--- src/rtl/maze_pkg.sv ---
// Shared definitions for the maze navigation controller: wall-map bit layout,
// move directions and controller states.
package maze_pkg;

    localparam int WALL_T = 3;
    localparam int WALL_B = 2;
    localparam int WALL_L = 1;
    localparam int WALL_R = 0;

    typedef enum logic [1:0] {
        DIR_UP    = 2'd0,
        DIR_DOWN  = 2'd1,
        DIR_LEFT  = 2'd2,
        DIR_RIGHT = 2'd3
    } dir_e;

    typedef enum logic [1:0] {
        ST_IDLE   = 2'd0,
        ST_LOOKUP = 2'd1,
        ST_CHECK  = 2'd2
    } state_e;

    // Edge vector layout is {up, down, left, right}; up wins, right loses.
    function automatic dir_e pick_dir(input logic [3:0] edges);
        if (edges[3])      return DIR_UP;
        else if (edges[2]) return DIR_DOWN;
        else if (edges[1]) return DIR_LEFT;
        else               return DIR_RIGHT;
    endfunction

endpackage

--- src/rtl/btn_edge_det.sv ---
// Rising-edge detector for one synchronised button level. clr_i suppresses the
// pulse while the history still tracks the live level, so a held button never re-fires.
module btn_edge_det (
    input  logic clk,
    input  logic rst,
    input  logic clr_i,
    input  logic level_i,
    output logic rise_o
);

    logic prev_q;

    always_ff @(posedge clk or posedge rst) begin
        if (rst) begin
            prev_q <= 1'b0;
        end else begin
            prev_q <= level_i;
        end
    end

    assign rise_o = level_i & ~prev_q & ~clr_i;

endmodule

--- src/rtl/maze_nav_ctrl.sv ---
// Maze navigation controller: turns button edges into single-cell moves,
// checking the addressed wall-map word and the grid bounds before moving.
module maze_nav_ctrl
    import maze_pkg::*;
#(
    parameter logic [2:0] GOAL_ROW = 3'd4,
    parameter logic [2:0] GOAL_COL = 3'd4,
    parameter int         CNT_W    = 8
) (
    input  logic             clk,
    input  logic             rst,
    input  logic             restart,
    input  logic             btn_up,
    input  logic             btn_down,
    input  logic             btn_left,
    input  logic             btn_right,
    input  logic [3:0]       walls,
    input  logic [2:0]       num_rows,
    input  logic [2:0]       num_cols,
    output logic [2:0]       q_row,
    output logic [2:0]       q_col,
    output logic [2:0]       player_row,
    output logic [2:0]       player_col,
    output logic             move_ok,
    output logic             move_blocked,
    output logic             goal_reached,
    output logic [CNT_W-1:0] move_count,
    output logic             busy
);

    logic [3:0]       btn_lvl;
    logic [3:0]       rise;
    state_e           state_q;
    dir_e             dir_q;
    logic [2:0]       player_row_q;
    logic [2:0]       player_col_q;
    logic [CNT_W-1:0] move_count_q;
    logic             move_ok_q;
    logic             move_blocked_q;
    logic             goal_q;
    logic             busy_q;

    logic [2:0]       next_row_d;
    logic [2:0]       next_col_d;
    logic             blocked_d;
    logic [2:0]       row_last;
    logic [2:0]       col_last;

    assign btn_lvl = {btn_up, btn_down, btn_left, btn_right};

    genvar gi;
    generate
        for (gi = 0; gi < 4; gi++) begin : g_edge
            btn_edge_det u_edge (
                .clk     (clk),
                .rst     (rst),
                .clr_i   (restart),
                .level_i (btn_lvl[gi]),
                .rise_o  (rise[gi])
            );
        end
    endgenerate

    assign row_last = num_rows - 3'd1;
    assign col_last = num_cols - 3'd1;

    always_comb begin
        next_row_d = player_row_q;
        next_col_d = player_col_q;
        blocked_d  = 1'b0;
        case (dir_q)
            DIR_UP: begin
                blocked_d  = walls[WALL_T] || (player_row_q == 3'd0);
                next_row_d = player_row_q - 3'd1;
            end
            DIR_DOWN: begin
                blocked_d  = walls[WALL_B] || (player_row_q >= row_last);
                next_row_d = player_row_q + 3'd1;
            end
            DIR_LEFT: begin
                blocked_d  = walls[WALL_L] || (player_col_q == 3'd0);
                next_col_d = player_col_q - 3'd1;
            end
            DIR_RIGHT: begin
                blocked_d  = walls[WALL_R] || (player_col_q >= col_last);
                next_col_d = player_col_q + 3'd1;
            end
            default: begin
                blocked_d = 1'b1;
            end
        endcase
    end

    always_ff @(posedge clk or posedge rst) begin
        if (rst) begin
            state_q        <= ST_IDLE;
            dir_q          <= DIR_UP;
            player_row_q   <= 3'd0;
            player_col_q   <= 3'd0;
            move_count_q   <= '0;
            move_ok_q      <= 1'b0;
            move_blocked_q <= 1'b0;
            goal_q         <= 1'b0;
            busy_q         <= 1'b0;
        end else if (restart) begin
            state_q        <= ST_IDLE;
            dir_q          <= DIR_UP;
            player_row_q   <= 3'd0;
            player_col_q   <= 3'd0;
            move_count_q   <= '0;
            move_ok_q      <= 1'b0;
            move_blocked_q <= 1'b0;
            goal_q         <= 1'b0;
            busy_q         <= 1'b0;
        end else begin
            move_ok_q      <= 1'b0;
            move_blocked_q <= 1'b0;
            case (state_q)
                ST_IDLE: begin
                    if ((|rise) && !goal_q) begin
                        dir_q   <= pick_dir(rise);
                        state_q <= ST_LOOKUP;
                        busy_q  <= 1'b1;
                    end
                end
                // The wall map is addressed by the player cell; give it a cycle to settle.
                ST_LOOKUP: begin
                    state_q <= ST_CHECK;
                end
                ST_CHECK: begin
                    state_q <= ST_IDLE;
                    busy_q  <= 1'b0;
                    if (blocked_d) begin
                        move_blocked_q <= 1'b1;
                    end else begin
                        move_ok_q    <= 1'b1;
                        player_row_q <= next_row_d;
                        player_col_q <= next_col_d;
                        if (move_count_q != {CNT_W{1'b1}}) begin
                            move_count_q <= move_count_q + 1'b1;
                        end
                        if ((next_row_d == GOAL_ROW) && (next_col_d == GOAL_COL)) begin
                            goal_q <= 1'b1;
                        end
                    end
                end
                default: begin
                    state_q <= ST_IDLE;
                    busy_q  <= 1'b0;
                end
            endcase
        end
    end

    assign q_row        = player_row_q;
    assign q_col        = player_col_q;
    assign player_row   = player_row_q;
    assign player_col   = player_col_q;
    assign move_ok      = move_ok_q;
    assign move_blocked = move_blocked_q;
    assign goal_reached = goal_q;
    assign move_count   = move_count_q;
    assign busy         = busy_q;

endmodule

--- config.mk ---
export PLATFORM = sky130hd
export DESIGN_NAME = maze_nav_ctrl
export DESIGN_NICKNAME = d
export VERILOG_FILES = /design/src/rtl/maze_pkg.sv /design/src/rtl/btn_edge_det.sv /design/src/rtl/maze_nav_ctrl.sv
export SDC_FILE = /design/constraint.sdc
export NUM_CORES = 1
export LEC_CHECK = 0
export ABC_AREA = 0
export CAP_MARGIN = 20
export CORE_MARGIN = 3
export CORE_UTILIZATION = 44
export CTS_BUF_LIST = sky130_fd_sc_hd__clkbuf_8 sky130_fd_sc_hd__clkbuf_16
export DETAILED_ROUTE_END_ITERATION = 7
export GPL_TIMING_DRIVEN = 0
export PLACE_DENSITY = 0.75
export SYNTH_ARGS = -nofsm -noshare
export SYNTH_HDL_FRONTEND = slang
export SYNTH_SLANG_ARGS = --single-unit
--- constraint.sdc ---
create_clock -name clk -period 2.1 [get_ports clk]
set_input_delay 0.21 -clock clk [delete_from_list [all_inputs] [get_ports clk]]
set_output_delay 0.21 -clock clk [all_outputs]
set_load 0.02 [all_outputs]
==> results.rst <==
.. list-table::
   :header-rows: 1

   * - Metric
     - Value
   * - Number of ports placed on the die boundary
     - 41
   * - Minimum clock period
     - 2.191 ns
   * - Wire length after detailed routing
     - 3916 um
   * - Simple-Gate Fraction of Synth Area
     - 21.19%
   * - Outcome
     - finished, violations left
   * - Die area
     - 4603 um^2
   * - Data required time at the worst endpoint
     - 2.26 ns
   * - Smallest hold slack
     - 0.4003 ns
   * - Number of detailed-routing iterations run before antenna repair
     - 4
   * - Share of cells above drive strength 1
     - 30.22%
   * - Main combinational cell family by area after synthesis
     - simple AND/OR/NAND/NOR gates
   * - Antenna fix cells
     - 0
   * - Clock tree root driver cell
     - clkbuf_8
   * - Switching Fraction
     - 29.60%
   * - Top FF cell, synth
     - dfrtp_1
   * - Pins Over Slew Limit
     - 0
   * - Cell type with the largest total area after synthesis
     - dfrtp_1
   * - Layout Skew
     - 0.008752 ns
   * - Critical Path AT
     - 2.36 ns
   * - Synthesized-area fraction occupied by ao, oa, aoi and oai cells
     - 14.72%
   * - Average detailed-routed wire length per instance
     - 14.45 um
   * - Async set-or-reset flop fraction in the synthesized netlist
     - 100.0%
   * - Total number of vias
     - 1411
   * - Clock tree from TritonCTS
     - done
   * - Worst slew margin relative to its limit
     - 35.95%
   * - Post-Synth XOR/XNOR Area
     - 5.204%
   * - Starting density of the core
     - 48.16%
   * - Total global routing overflow
     - 0
   * - DRC violation count after routing
     - 0
   * - CTS clk-pin slew, worst paths
     - 0.09 ns
   * - Max capacitance violation total
     - 0
   * - Startpoint type of the worst setup path
     - register
   * - Pin count of the biggest net entering global routing
     - 27
   * - Count of distinct cell types in the synthesized netlist
     - 50
   * - Synth top cells by count
     - dfrtp_1 (26), nor2_1 (15), inv_1 (11)
   * - Met3 routing resource usage after global routing
     - 2.627%
   * - GR Util All Layers
     - 18.66%
   * - Global-route wire length before repair
     - 6555 um
   * - Worst IR drop on VDD
     - 0.3775 mV
   * - Mapped Area
     - 1683 um^2
   * - Via count of the first global-routing pass
     - 1459
   * - Endpoint class of the critical path
     - register
   * - Number of H-tree levels
     - 1
   * - Count of nets left with antenna violations after detail routing
     - 0
   * - Final RePlAce weighted congestion
     - 0.7893
   * - Hold WC Path Type
     - input pin to register
   * - Clock Sink Count
     - 26
   * - Insertion delay of the later-clocked pin in the worst-skew pair
     - 0.27 ns
   * - Area share of the leading cell type in the synthesized netlist
     - 38.66%
   * - Internal power
     - 0.8280 mW
   * - Adder and majority cell fraction of the synthesized area
     - 9.071%
   * - DPL Wire Length
     - 2789 um
   * - #FFs+latches synth
     - 26
   * - Cells after synthesis
     - 165
   * - Horizontal die dimension
     - 67.85 um
   * - Number of nets in the layout
     - 254
   * - Most common cell in the netlist
     - dfrtp_1
   * - Final hold violations
     - 0
   * - TritonCTS Buffers
     - 3
   * - Net count of the mapped netlist
     - 193
   * - Share of power burned in the clock network
     - 24.4%
   * - Routing usage on met1
     - 23.70%
   * - Final critical-path share of the clock period
     - 104.3%
   * - Global Route met2 Usage
     - 33.41%
   * - CP Max Fanout
     - 2
   * - Std-Cell Core Area
     - 3495 um^2
   * - Std cell rows
     - 21
   * - Initial antenna violation count
     - 0
   * - DRT iter0 DRCs
     - 56
   * - Worst setup path category
     - register to register
   * - Layer with the highest usage
     - met2
   * - Largest cells by area after synthesis
     - dfrtp_1 (39%), ha_1 (6.7%), xnor2_1 (4.7%)
   * - Power dissipated by switching net loads
     - 0.3481 mW
   * - Share of total power in combinational logic
     - 30.3%
   * - Power density normalized to cell area
     - 473.8 nW/um^2
   * - Mapped Avg Cell Area
     - 10.20 um^2
   * - Least setup slack across all paths after layout
     - -0.09130 ns
   * - Die Ht
     - 67.85 um
   * - CTS Hold Buffers Added
     - 0
   * - Max Fclk
     - 456.4 MHz
   * - Post-layout utilization of the core
     - 71.03%
   * - Final setup violation count
     - 4
   * - Setup repair after global routing missed its margin
     - yes
   * - Portion of total power attributed to sequential cells
     - 45.3%
   * - Count of flip-flops with a built-in enable after synthesis
     - 0
   * - Synthesis-to-finish area growth
     - 47.51%
   * - Fraction of synthesized area in multiplexers
     - 4.610%
   * - IO Port Bufs
     - 40
   * - Sequential-to-total area share from yosys stat
     - 38.66%
   * - Violated checks
     - negative setup slack
   * - Number of buffers on the longest clock path
     - 2
   * - Via-to-Cell Ratio
     - 5.207
   * - Count of synthesis-stage warnings from yosys
     - 0
   * - Reported leakage power
     - 1.050 nW
   * - Measured slew at the worst slew-check pin
     - 0.9597 ns
critical path: stages (launching register included):
cell and delay (ns):
dfrtp_2 0.44, inv_4 0.07, ha_4 0.18, nand2b_4 0.14, a2111oi_4 0.40, a2bb2oi_2 0.26
o211a_1 0.21, nand3_2 0.09, mux2_4 0.30
power groups by stage:
stage | clock, mW | sequential, mW | combinational (mW)
after CTS | 0.291 | 0.533 | 0.335
after floorplan | 0 | 0.549 | 0.202
after global placement | 0 | 0.542 | 0.291
after detailed placement | 0 | 0.543 | 0.299
final | 0.286 | 0.533 | 0.357
after global routing | 0.314 | 0.536 | 0.389
state kept, by name (all words and copies together), names as in the netlist:
signal / count
move_count: 8
busy: 1
g_edge.u_edge.prev_q: 4
move_blocked: 1
player_col: 3
goal_reached: 1
move_ok: 1
dir_q: 2
state_q: 2
player_row: 3
kinds of logic (layout without fill, tap and decap cells):
kind of cell	after synthesis	in the layout
flip-flops	26	26
adder cells (fa/ha/maj)	11	11
AO/OA/AOI/OAI	28	28
buffers and inverters	22	82
XOR/XNOR	10	10
multiplexers	6	6
AND/OR/NAND/NOR	62	62
path summary, 6_finish.rpt:
check,endpoint,from,slack (ns),cells past startpoint
hold reg to reg,state_q[1],state_q[1],0.53,1
setup reg to reg,move_count[4],player_row[0],-0.09,8
setup / recovery,move_count[4],player_row[0],-0.09,8
hold / removal,g_edge[3].u_edge.prev_q,btn_up,0.40,1
max in group asynchronous,player_col[1],rst,0.99,2
min in group asynchronous,move_count[2],rst,0.45,2
layout by cell type (no fill, tap or decap), types with 6 or more instances in the layout:
cell and count:
nor2_1 15, clkdlybuf4s50_1 35, buf_4 21, nor3_1 7, nand2_1 7, dfrtp_1 22, xnor2_1 6, ha_4 6
a21oi_1 6, inv_1 7, nor2b_1 6
per-stage QoR:
step	power [mW]	TNS, ns	cell area [um^2]	setup WS [ns]	std cells
after floorplan	0.7510	-0.1343	1743	-0.06221	165
after global placement	0.8329	-8.022	2201	-0.6495	251
after detailed placement	0.8427	-8.762	2201	-0.6801	251
after CTS	1.159	-0.1411	2410	-0.04793	266
after global routing	1.238	-1.217	2482	-0.1691	271
final	1.176	-0.2078	2482	-0.09130	271
layout make-up:
type	instances	area, um^2
Sequential cell	26	655.6
Tap cell	46	57.56
Clock inverter	1	3.754
Multi-Input combinational cell	117	1085
Fill cell	270	1012
Clock buffer	3	41.29
Inverter	11	43.79
Timing Repair Buffer	56	524.3
Buffer	11	71.32
layer usage:
| metal | wire length [um] | up-vias |
|---|---|---|
| met5 | 0 | - |
| met3 | 207 | 4 |
| met1 | 1658 | 677 |
| met2 | 2014 | 37 |
| li1 | - | 693 |
| met4 | 36 | 0 |
repair_timing:
action / in CTS / in global routing
buffers inserted: 11 / 5
gates cloned: 0 / 0
pin swaps: 10 / 10
endpoints found under the setup margin: 16 / 14
resized for setup: 24 / 10
endpoints found under the hold margin: 0 / 0
No activity file was read; power rests on OpenSTA's default activity.
